--- src/rtl/uart_pkg.sv ---
// UART shared definitions: bit-time default, FSM state encodings, peripheral status bit indices.
// Used by both the receiver and the transmitter so the two agree on timing and on the status layout.
package uart_pkg;

    localparam logic [11:0] BIT_TIME_DEF = 12'd433;

    localparam int STAT_READY = 8;
    localparam int STAT_ERR   = 9;

    typedef enum logic [2:0] {
        S_IDLE  = 3'd0,
        S_START = 3'd1,
        S_DATA  = 3'd2,
        S_STOP  = 3'd3,
        S_BREAK = 3'd4
    } uart_state_e;

    function automatic logic [11:0] half_time(input logic [11:0] bit_time);
        return bit_time >> 1;
    endfunction

endpackage

--- src/rtl/uart_rx_fifo.sv ---
// uart_rx_fifo: 4x8 receive FIFO; head visible combinationally, push/pop take effect on the next edge.
// A push while full is ignored unless a pop happens in the same cycle; a pop while empty is ignored.
module uart_rx_fifo (
    input  logic       clk,
    input  logic       reset_n,
    input  logic       push_i,
    input  logic [7:0] push_dat_i,
    input  logic       pop_i,
    output logic [7:0] head_dat_o,
    output logic       full_o,
    output logic       empty_o
);

    logic [7:0] mem_q [4];
    logic [1:0] wr_ptr_q;
    logic [1:0] rd_ptr_q;
    logic [2:0] cnt_q;
    logic       do_push;
    logic       do_pop;

    assign full_o     = (cnt_q == 3'd4);
    assign empty_o    = (cnt_q == 3'd0);
    assign head_dat_o = mem_q[rd_ptr_q];
    assign do_pop     = pop_i && !empty_o;
    assign do_push    = push_i && (!full_o || do_pop);

    // Pointers wrap by plain 2-bit overflow.
    always_ff @(posedge clk or negedge reset_n) begin
        if (!reset_n) begin
            for (int i = 0; i < 4; i++) mem_q[i] <= 8'd0;
            wr_ptr_q <= 2'd0;
            rd_ptr_q <= 2'd0;
            cnt_q    <= 3'd0;
        end else begin
            if (do_push) begin
                mem_q[wr_ptr_q] <= push_dat_i;
                wr_ptr_q        <= wr_ptr_q + 2'd1;
            end
            if (do_pop) rd_ptr_q <= rd_ptr_q + 2'd1;
            case ({do_push, do_pop})
                2'b10:   cnt_q <= cnt_q + 3'd1;
                2'b01:   cnt_q <= cnt_q - 3'd1;
                default: cnt_q <= cnt_q;
            endcase
        end
    end

endmodule

--- src/rtl/uart_rx.sv ---
// uart_rx: 8N1 receiver on the peripheral bus; dout is registered, 1 clk after any status change.
// rxd cannot be stalled: a byte completing into full storage is dropped and sets the sticky error (UART_RX_FIFO_EN selects 4-deep FIFO).
module uart_rx
    import uart_pkg::*;
#(
    parameter logic [11:0] BIT_TIME = BIT_TIME_DEF
) (
    input  logic       clk,
    input  logic       reset_n,
    input  logic       rxd,
    input  logic       rd,
    input  logic       valid,
    output logic [9:0] dout
);

    localparam logic [11:0] HALF_TIME = half_time(BIT_TIME);

    uart_state_e state_q;
    logic        rxd_meta_q;
    logic        rxd_s_q;
    logic [11:0] tdiv_q;
    logic [2:0]  bitcnt_q;
    logic [7:0]  shift_q;
    logic        frame_vld_q;
    logic        frame_err_q;
    logic        err_q;
    logic [9:0]  dout_q;
    logic [9:0]  stat_d;
    logic        rd_en;
    logic        ready_w;
    logic [7:0]  hold_w;
    logic        overrun;

    assign rd_en = valid && rd;
    assign dout  = dout_q;

    always_ff @(posedge clk or negedge reset_n) begin
        if (!reset_n) begin
            rxd_meta_q <= 1'b1;
            rxd_s_q    <= 1'b1;
        end else begin
            rxd_meta_q <= rxd;
            rxd_s_q    <= rxd_meta_q;
        end
    end

    // Start bit is re-checked at its centre; every later sample is one full bit time on from there.
    always_ff @(posedge clk or negedge reset_n) begin
        if (!reset_n) begin
            state_q     <= S_IDLE;
            tdiv_q      <= 12'd0;
            bitcnt_q    <= 3'd0;
            shift_q     <= 8'd0;
            frame_vld_q <= 1'b0;
            frame_err_q <= 1'b0;
        end else begin
            frame_vld_q <= 1'b0;
            frame_err_q <= 1'b0;
            case (state_q)
                S_IDLE: begin
                    tdiv_q <= 12'd0;
                    if (!rxd_s_q) state_q <= S_START;
                end
                S_START: begin
                    if (tdiv_q == HALF_TIME) begin
                        tdiv_q   <= 12'd0;
                        bitcnt_q <= 3'd0;
                        state_q  <= rxd_s_q ? S_IDLE : S_DATA;
                    end else begin
                        tdiv_q <= tdiv_q + 12'd1;
                    end
                end
                S_DATA: begin
                    if (tdiv_q == BIT_TIME) begin
                        tdiv_q  <= 12'd0;
                        shift_q <= {rxd_s_q, shift_q[7:1]};
                        if (bitcnt_q == 3'd7) state_q <= S_STOP;
                        else bitcnt_q <= bitcnt_q + 3'd1;
                    end else begin
                        tdiv_q <= tdiv_q + 12'd1;
                    end
                end
                S_STOP: begin
                    if (tdiv_q == BIT_TIME) begin
                        tdiv_q <= 12'd0;
                        if (rxd_s_q) begin
                            frame_vld_q <= 1'b1;
                            state_q     <= S_IDLE;
                        end else begin
                            frame_err_q <= 1'b1;
                            state_q     <= S_BREAK;
                        end
                    end else begin
                        tdiv_q <= tdiv_q + 12'd1;
                    end
                end
                S_BREAK: begin
                    tdiv_q <= 12'd0;
                    if (rxd_s_q) state_q <= S_IDLE;
                end
                default: begin
                    tdiv_q  <= 12'd0;
                    state_q <= S_IDLE;
                end
            endcase
        end
    end

`ifdef UART_RX_FIFO_EN
    logic       fifo_full;
    logic       fifo_empty;
    logic [7:0] fifo_head;
    logic       pop;

    assign pop     = rd_en && !fifo_empty;
    assign ready_w = !fifo_empty;
    assign hold_w  = fifo_head;
    assign overrun = frame_vld_q && fifo_full && !pop;

    uart_rx_fifo u_fifo (
        .clk        (clk),
        .reset_n    (reset_n),
        .push_i     (frame_vld_q),
        .push_dat_i (shift_q),
        .pop_i      (pop),
        .head_dat_o (fifo_head),
        .full_o     (fifo_full),
        .empty_o    (fifo_empty)
    );
`else
    logic [7:0] hold_q;
    logic       ready_q;

    assign ready_w = ready_q;
    assign hold_w  = hold_q;
    assign overrun = frame_vld_q && ready_q && !rd_en;

    // A read in the completion cycle frees the slot, so the new byte is taken without overrun.
    always_ff @(posedge clk or negedge reset_n) begin
        if (!reset_n) begin
            hold_q  <= 8'd0;
            ready_q <= 1'b0;
        end else if (frame_vld_q && (!ready_q || rd_en)) begin
            hold_q  <= shift_q;
            ready_q <= 1'b1;
        end else if (rd_en) begin
            ready_q <= 1'b0;
        end
    end
`endif

    always_comb begin
        stat_d             = 10'd0;
        stat_d[7:0]        = hold_w;
        stat_d[STAT_READY] = ready_w;
        stat_d[STAT_ERR]   = err_q;
    end

    // A new error in the same cycle as a read wins so it is never silently lost.
    always_ff @(posedge clk or negedge reset_n) begin
        if (!reset_n) begin
            err_q  <= 1'b0;
            dout_q <= 10'd0;
        end else begin
            err_q  <= (err_q && !rd_en) || frame_err_q || overrun;
            dout_q <= stat_d;
        end
    end

endmodule
--- config.mk ---
export PLATFORM = sky130hd
export DESIGN_NAME = uart_rx
export DESIGN_NICKNAME = d
export VERILOG_FILES = /design/src/rtl/uart_pkg.sv /design/src/rtl/uart_rx_fifo.sv /design/src/rtl/uart_rx.sv
export SDC_FILE = /design/constraint.sdc
export NUM_CORES = 1
export LEC_CHECK = 0
export BUFFER_PORTS_ARGS = -buffer_cell sky130_fd_sc_hd__buf_2
export CAP_MARGIN = 30
export CORE_MARGIN = 5
export CORE_UTILIZATION = 45
export CTS_CLUSTER_DIAMETER = 200
export DETAILED_ROUTE_END_ITERATION = 12
export GPL_TIMING_DRIVEN = 0
export PLACE_DENSITY = 0.72
export SLEW_MARGIN = 20
export SYNTH_ARGS = -nofsm -noshare
export SYNTH_HDL_FRONTEND = slang
export SYNTH_SLANG_ARGS = --single-unit
--- constraint.sdc ---
create_clock -name clk -period 4.9 [get_ports clk]
set_input_delay 1.225 -clock clk [delete_from_list [all_inputs] [get_ports clk]]
set_output_delay 1.225 -clock clk [all_outputs]
set_load 0.01 [all_outputs]
==> out/metrics.csv, run 1 <==
metric;value;unit
die area;6020;sq um
Nets;190;
Mean Syn Cell Area;13.0;sq um
Clock transition at path regs;80;ps
commonest non-fill, non-tap cell in the layout;dfrtp_1;
Hold Startpoint;rxd_meta_q;
startpoint types;flip-flop;
most frequent cells in the layout;dfrtp_1, nor2_1, buf_2;
Cells on Worst Hold Path;0;
worst rel slew slack;67.1;%
CTS tree;done;
# hold bufs at CTS;0;
Period Utilization, post-route;45.9;%
Routed Antenna Nets;0;
synth top area cells;dfrtp_1, mux2_4, mux2_2;
status;finished, final reports clean;
Power Density;304;nW/um^2
via/cell ratio;5.39;
Cell Rows;24;
RSZ-0062 raised after global routing;no;
die height;77.6;microns
CTS root buf;clkbuf_8;
H-Tree Depth;2;
final setup fails;0;
reg2reg start;tdiv_q[0];
Worst Path Required;5080;ps
Skew-Pair Late Insertion Delay;300;ps
TritonCTS buffer count;5;
Area growth syn-to-layout;12.9;%
Synth Register Bits;50;
HPWL Detailed;2.44;mm
fin. max-slew vios;0;
post-route setup TNS;0;ps
Reg2Reg Setup Slack;2650;ps
first-iteration detailed-routing DRC count;33;
port bufs;14;
leading area contributor after synthesis;dfrtp_1;
layout cell share with drive strength beyond 1;28.7;%
num ports;15;
min Tclk post-route;2250;ps
Post-Synthesis Cells;158;
Setup Skew;3.44;ps
Leakage;0.00118;uW
FF-to-FF End;tdiv_q[8];
Slew @ Worst Pin;494;ps
max-cap viol count;0;
Tot GR Track Use;12.6;%
area of the multi-input gates;758;sq um
vias in the first global route;1396;
global-route wire length before repair;6.08;mm
hold endpoint;rxd_s_q;
postcts setup bufs;0;
Min-Delay Path Class;reg -> reg;
Register-to-Register Path Depth;7;
number of synthesis warnings;0;
fmax;0.445;GHz
fillers;393;
largest net degree at the start of global routing;31;
DR WL/cell;14.6;microns
syn nets;168;
Placer Congestion;0.834;
register area share after synthesis;61.0;%
# diodes;0;
CTS sink cnt;50;
FF/Latch Area;1250;sq um
Std-Cell Core Area;4380;sq um
Pre-Repair DR Iteration Count;4;
Vias;1256;
Starting Density;46.9;%
total power;707;uW
mapped cell area;2060;sq um
Worst VDD drop;161;uV
final hold viol count;0;
WP data arrival;2430;ps
crit end category;flip-flop;
cts repair resizes;0;
total gr overflow;0;
Max clock buf depth;2;
antenna violations before repair;0;
CP max FO;10;
top cell type's share of synthesized area;58.4;%
Unique masters post-synth;34;
die extent in x;77.6;microns
critical path class;reg -> reg;
Detailed Route WL;3.40;mm
DRC viols;0;
[cells by family after synthesis]
| family | after synthesis | share of synthesized area (%) |
|---|---|---|
| AO/OA/AOI/OAI | 11 | 3.83 |
| XOR/XNOR | 10 | 4.26 |
| adder cells (fa/ha/maj) | 5 | 3.04 |
| buffers and inverters | 7 | 2.13 |
| flip-flops | 50 | 61.0 |
| multiplexers | 16 | 10.0 |
| AND/OR/NAND/NOR | 59 | 15.7 |
[per-stage QoR]
step | worst slack [ps] | utilization, % | hold slack (ps) | instances | cell area, sq um
floorplan | 2840 | - | 345 | 158 | 2060
global placement | 2650 | 50.0 | 346 | 224 | 2190
detailed placement | 2630 | 50.4 | 347 | 225 | 2210
CTS | 2670 | 52.9 | 360 | 233 | 2320
global route | 2530 | 52.9 | 362 | 233 | 2320
finish | 2650 | 52.9 | 359 | 233 | 2320
[worst max-delay path by stage]
stage | from | end | slack, ps
finish | tdiv_q[0] | tdiv_q[8] | 2650
global route | tdiv_q[0] | tdiv_q[3] | 2530
CTS | tdiv_q[0] | tdiv_q[8] | 2670
detailed placement | valid | hold_q[0] | 2630
global placement | valid | hold_q[4] | 2650
floorplan | tdiv_q[2] | shift_q[0] | 2840
[synth_stat cells]
library cell  instances
dfstp_2               2
a2bb2oi_1             1
a32o_1                1
buf_2                 1
mux2_4                7
mux2_2                9
a22o_1                2
o21ai_0               1
clkbuf_2              1
and3_1                1
ha_1                  5
or4_4                 2
or3b_2                4
nor2b_1               4
nand4_1               6
nand2b_1              1
nand3b_1              1
buf_6                 2
nand3_1               3
or4_1                 1
dfrtp_1              48
and4_2                1
nor4_1                2
nor2_1               18
nand2_1               9
xor2_1                4
a21o_1                2
a31oi_1               1
xnor2_1               6
a21oi_1               2
inv_1                 3
or3_4                 1
nor3_1                5
o22ai_1               1
[report_power, final]
| group | leakage, uW | internal (uW) | switching (uW) |
|---|---|---|---|
| sequential | 0.000677 | 414 | 0.808 |
| clock | 0.0000514 | 152 | 128 |
| combinational | 0.000448 | 3.03 | 8.81 |
[registers in the layout, summed over array words and instances (netlist names)]
name and count:
hold_q 8, shift_q 8, bitcnt_q 3, state_q 3
err_q 1, tdiv_q 12, rxd_s_q 1, rxd_meta_q 1
ready_q 1, frame_vld_q 1, dout 10, frame_err_q 1
[routing by layer]
metal  routed length (microns)  share of wire, %  global-route usage [%]  vias to the layer above
li1                          -                 -                       -                      594
met1                      1350                40                    13.8                      630
met2                      1850                54                    22.1                       25
met3                       144               4.2                    3.82                        7
met4                        53               1.6                    5.50                        0
met5                         0                 0                       0                        -
[critical path, stage by stage, from the launching register on]
cell	delay (ps)
dfrtp_1	440
inv_1	80
ha_1	140
or3b_2	460
nor3_1	350
a2bb2oi_1	310
buf_2	280
nor2_1	80
[final cells by class]
cell class	instances	area share, %
buffer	4	1.40
clock buffer	6	3.13
clock inverter	2	1.62
inverter	3	0.485
multi-input combinational	101	32.7
sequential	50	54.0
tap	52	2.80
timing repair buffer	15	3.88
Power figures use the tool's default switching activity.
==> run 2: changes to the inputs <==
- clock period: 4.9 -> 2.3 ns (I/O delays scaled with it)
==> out/metrics.csv, run 2 (synthesized netlist as in run 1, its figures left out) <==
metric;value;unit
status;finished, final reports clean;
Clock transition at path regs;90;ps
Leakage;0.00118;uW
final core occ;53.1;%
vias in the first global route;1396;
H-Tree Depth;2;
Switch Pwr;294;uW
global-route wire length before repair;6.08;mm
FF-to-FF End;tdiv_q[8];
Slew @ Worst Pin;494;ps
fillers;392;
switch share;19.5;%
crit end category;flip-flop;
Std-Cell Core Area;4380;sq um
max-cap viol count;0;
Power Density;648;nW/um^2
Placed Instances;225;
Buf/Inv on CP;1;
fmax;0.453;GHz
final setup fails;0;
Area growth syn-to-layout;13.1;%
clock share of power;39.7;%
RSZ-0062 raised after global routing;no;
Register-to-Register Path Depth;5;
CP delay by family, top;simple AND/OR/NAND/NOR gates;
TritonCTS buffer count;5;
CTS tree;done;
die height;77.6;microns
min Tclk post-route;2210;ps
fin. max-slew vios;0;
reg2reg start;tdiv_q[2];
Starting Density;46.9;%
via/cell ratio;5.38;
first-iteration detailed-routing DRC count;26;
Internal;1210;uW
Detailed Route WL;3.44;mm
CTS sink cnt;50;
sequential power share;58.6;%
Setup Skew;4.35;ps
Cell Rows;24;
Period Utilization, post-route;95.9;%
Critical Path Slowest Stage Cell;or4_4;
most frequent cells in the layout;dfrtp_1, nor2_1, buf_2;
die extent in x;77.6;microns
Min-Delay Path Class;in -> async;
Max clock buf depth;2;
final hold viol count;0;
DRC viols;0;
design area;2330;sq um
# hold bufs at CTS;0;
Pre-Repair DR Iteration Count;4;
Logic pwr share;1.7;%
Vias;1253;
Nets;190;
Non-Filler Instances;233;
Reg2Reg Setup Slack;90;ps
# diodes;0;
Placer Congestion;0.834;
Tot GR Track Use;12.6;%
CTS root buf;clkbuf_8;
met2 wire len;1.83;mm
critical path, cell by cell;or4_4 -> or3_4 -> a2bb2oi_1 -> buf_2 -> nor2_1;
crit-path max cell delay;600;ps
DP Area;2210;sq um
max reg flops;12;
post-route setup TNS;0;ps
Routed Antenna Nets;0;
startpoint types;flip-flop;
HPWL Detailed;2.44;mm
WP data arrival;2390;ps
CP max FO;10;
worst rel slew slack;67.1;%
critical path class;reg -> reg;
Most flops, register;tdiv_q;
DR WL/cell;14.8;microns
WL met3;149;microns
total gr overflow;0;
die area;6020;sq um
commonest non-fill, non-tap cell in the layout;dfrtp_1;
met1 WL;1.38;mm
layout cell share with drive strength beyond 1;29.3;%
top layer reached by signal wires;met4;
Skew-Pair Late Insertion Delay;300;ps
port bufs;14;
largest net degree at the start of global routing;31;
num ports;15;
Worst VDD drop;343;uV
antenna violations before repair;0;
Worst Path Required;2490;ps
-- run 2: cell count changes in the layout (fill, tap and decap cells not counted) --
cell	previous run	this run
nor3_1	5	4
nor3_2	0	1
-- run 2: repair_timing --
| item | CTS | global route |
|---|---|---|
| gates resized for setup | 0 | 1 |
| setup buffers | 0 | 0 |
| endpoints found under the setup margin | 0 | 10 |
-- run 2: final cells by class --
class | instances | area, sq um | share of cell area, %
buffer | 4 | 32.5 | 1.40
clock inverter | 2 | 37.5 | 1.61
clock buffer | 6 | 72.6 | 3.12
multi-input combinational | 101 | 763 | 32.8
sequential | 50 | 1250 | 53.9
timing repair buffer | 15 | 90.1 | 3.87
tap | 52 | 65.1 | 2.80
inverter | 3 | 11.3 | 0.484
-- run 2: power by group through the flow --
stage / Sequential, uW / Clock, uW / Combinational [uW]
floorplan: 900 / 0 / 1.84
global placement: 900 / 0 / 21.2
detailed placement: 900 / 0 / 26.9
CTS: 883 / 620 / 27.0
global route: 883 / 645 / 30.6
finish: 883 / 598 / 25.4
-- run 2: worst register-to-register path, delay by kind of cell, from the launching register on --
family	cells	cell delay [ps]
compound gates	1	260
simple gates	3	1110
flops	1	440
buf+inv	1	280
-- run 2: routing by layer --
layer / GRT usage, % / vias to the layer above
li1: - / 593
met4: 5.50 / 0
met3: 3.82 / 9
met1: 13.8 / 628
met2: 22.1 / 23
met5: 0 / -
-- run 2: worst max-delay path by stage --
stage,start,end,slack [ps],cells past startpoint
2_1_floorplan,tdiv_q[2],shift_q[0],240,4
3_3_place_gp,tdiv_q[0],tdiv_q[10],160,7
3_5_place_dp,tdiv_q[0],tdiv_q[9],80,7
4_1_cts,tdiv_q[0],tdiv_q[8],70,7
5_1_grt,tdiv_q[2],tdiv_q[3],6,5
6_report,tdiv_q[2],tdiv_q[8],90,5
-- run 2: stage by stage --
stage | worst slack (ps) | power (uW) | hold slack, ps
after detailed placement | 80.2 | 927 | 347
after global routing | 5.53 | 1560 | 271
after CTS | 67.4 | 1530 | 241
after global placement | 155 | 921 | 346
after floorplan | 237 | 902 | 279
final | 93.7 | 1510 | 230
==> run 3: changes to the inputs <==
- PLACE_DENSITY: 0.72 -> 0.65
- RECOVER_POWER: not set -> 100
- REMOVE_ABC_BUFFERS: not set -> 1
==> out/metrics.csv, run 3 (synthesized netlist as in run 1, its figures left out) <==
metric;value;unit
port bufs;14;
most frequent cells in the layout;dfrtp_1, nor2_1, clkbuf_1;
commonest non-fill, non-tap cell in the layout;dfrtp_1;
Worst Path Required;2480;ps
Leakage;0.00109;uW
# diodes;0;
max-cap viol count;0;
Std-Cell Core Area;4380;sq um
via/cell ratio;5.31;
Most flops, register;tdiv_q;
critical path class;reg -> reg;
Clock transition at path regs;80;ps
final hold viol count;0;
Detailed Route WL;3.20;mm
die area;6020;sq um
Tot GR Track Use;11.5;%
CTS root buf;clkbuf_8;
fin. max-slew vios;0;
num ports;15;
status;finished, final reports clean;
postcts setup bufs;0;
TritonCTS buffer count;5;
WP data arrival;2370;ps
die extent in x;77.6;microns
area of the multi-input gates;746;sq um
Vias;1215;
antenna violations before repair;0;
CTS sink cnt;50;
FF/Latch Area;1250;sq um
Period Utilization, post-route;95.3;%
worst rel slew slack;31.8;%
hold slack;364;ps
startpoint types;flip-flop;
Power Density;642;nW/um^2
layout cell share with drive strength beyond 1;17.5;%
DR WL/cell;14.0;microns
die height;77.6;microns
Placer Congestion;0.802;
Min-Delay Path Class;reg -> reg;
Area growth syn-to-layout;8.83;%
max reg flops;12;
Starting Density;46.9;%
Worst VDD drop;367;uV
Skew-Pair Late Insertion Delay;300;ps
final core occ;51.0;%
Slew @ Worst Pin;1020;ps
final setup fails;0;
CP max FO;9;
CTS tree;done;
setup slack after layout;108;ps
DRC viols;0;
fillers;399;
HPWL Detailed;2.28;mm
Pre-Repair DR Iteration Count;4;
# hold bufs at CTS;0;
Cell Rows;24;
min Tclk post-route;2190;ps
Post-Place Worst Slack;-241;ps
largest net degree at the start of global routing;32;
fmax;0.456;GHz
Setup Skew;11.5;ps
first-iteration detailed-routing DRC count;25;
vias in the first global route;1221;
RSZ-0062 raised after global routing;no;
H-Tree Depth;2;
Routed Antenna Nets;0;
Max clock buf depth;2;
Non-Filler Instances;229;
global-route wire length before repair;5.59;mm
total gr overflow;0;
Nets;186;
Placed Instances;221;
crit end category;flip-flop;
run 3: cell types whose count changed in the layout (fill, tap and decap cells not counted), moves of 2 or more:
cell	before	now
clkbuf_1	1	11
mux2_4	7	0
buf_2	15	3
clkinv_4	0	2
buf_6	2	0
mux2_1	0	7
run 3: stage by stage:
| stage | power (uW) | setup TNS, ps | area [sq um] |
|---|---|---|---|
| after global placement | 922 | -1750 | 2160 |
| after CTS | 1470 | 0 | 2280 |
| after global routing | 1490 | 0 | 2240 |
| after detailed placement | 928 | -2620 | 2180 |
| after floorplan | 902 | 0 | 2020 |
| final | 1440 | 0 | 2240 |
run 3: layout make-up:
cell class | instances | share of cell area [%]
Sequential cell | 50 | 56.0
Multi-Input combinational cell | 101 | 33.3
Clock buffer | 6 | 3.69
Tap cell | 52 | 2.91
Timing Repair Buffer | 15 | 2.74
Clock inverter | 2 | 0.783
Inverter | 3 | 0.503
run 3: report_power, final:
group | leakage [uW] | switching [uW] | total (uW) | internal (uW)
clock | 0.0000514 | 285 | 533 | 248
combinational | 0.000362 | 18.2 | 21.6 | 3.34
sequential | 0.000677 | 1.41 | 883 | 882
run 3: critical path, cell delays in order, from the launching register on:
cell	delay (ps)
dfrtp_1	430
or4_1	640
or4_4	660
mux2_1	350
run 3: metal layers:
metal	global-route usage (%)	part of all wire, %
met1	14.5	46
met4	5.67	2.0
met5	0	0
met3	3.47	4.8
met2	18.1	47
run 3: repair_timing:
item | 4_1_cts | 5_1_grt
setup endpoints to repair | 12 | 10
gates resized for setup | 1 | 1
cloned | 0 | 0
run 3: worst paths after layout:
kind / to / slack [ps] / start / cells past startpoint
min in group asynchronous: dout[9] / 420 / reset_n / 1
hold / removal: rxd_s_q / 360 / rxd_meta_q / 0
hold reg to reg: rxd_s_q / 360 / rxd_meta_q / 0
max in group asynchronous: tdiv_q[5] / 590 / reset_n / 2
setup / recovery: shift_q[4] / 110 / tdiv_q[2] / 3
setup reg to reg: shift_q[4] / 110 / tdiv_q[2] / 3
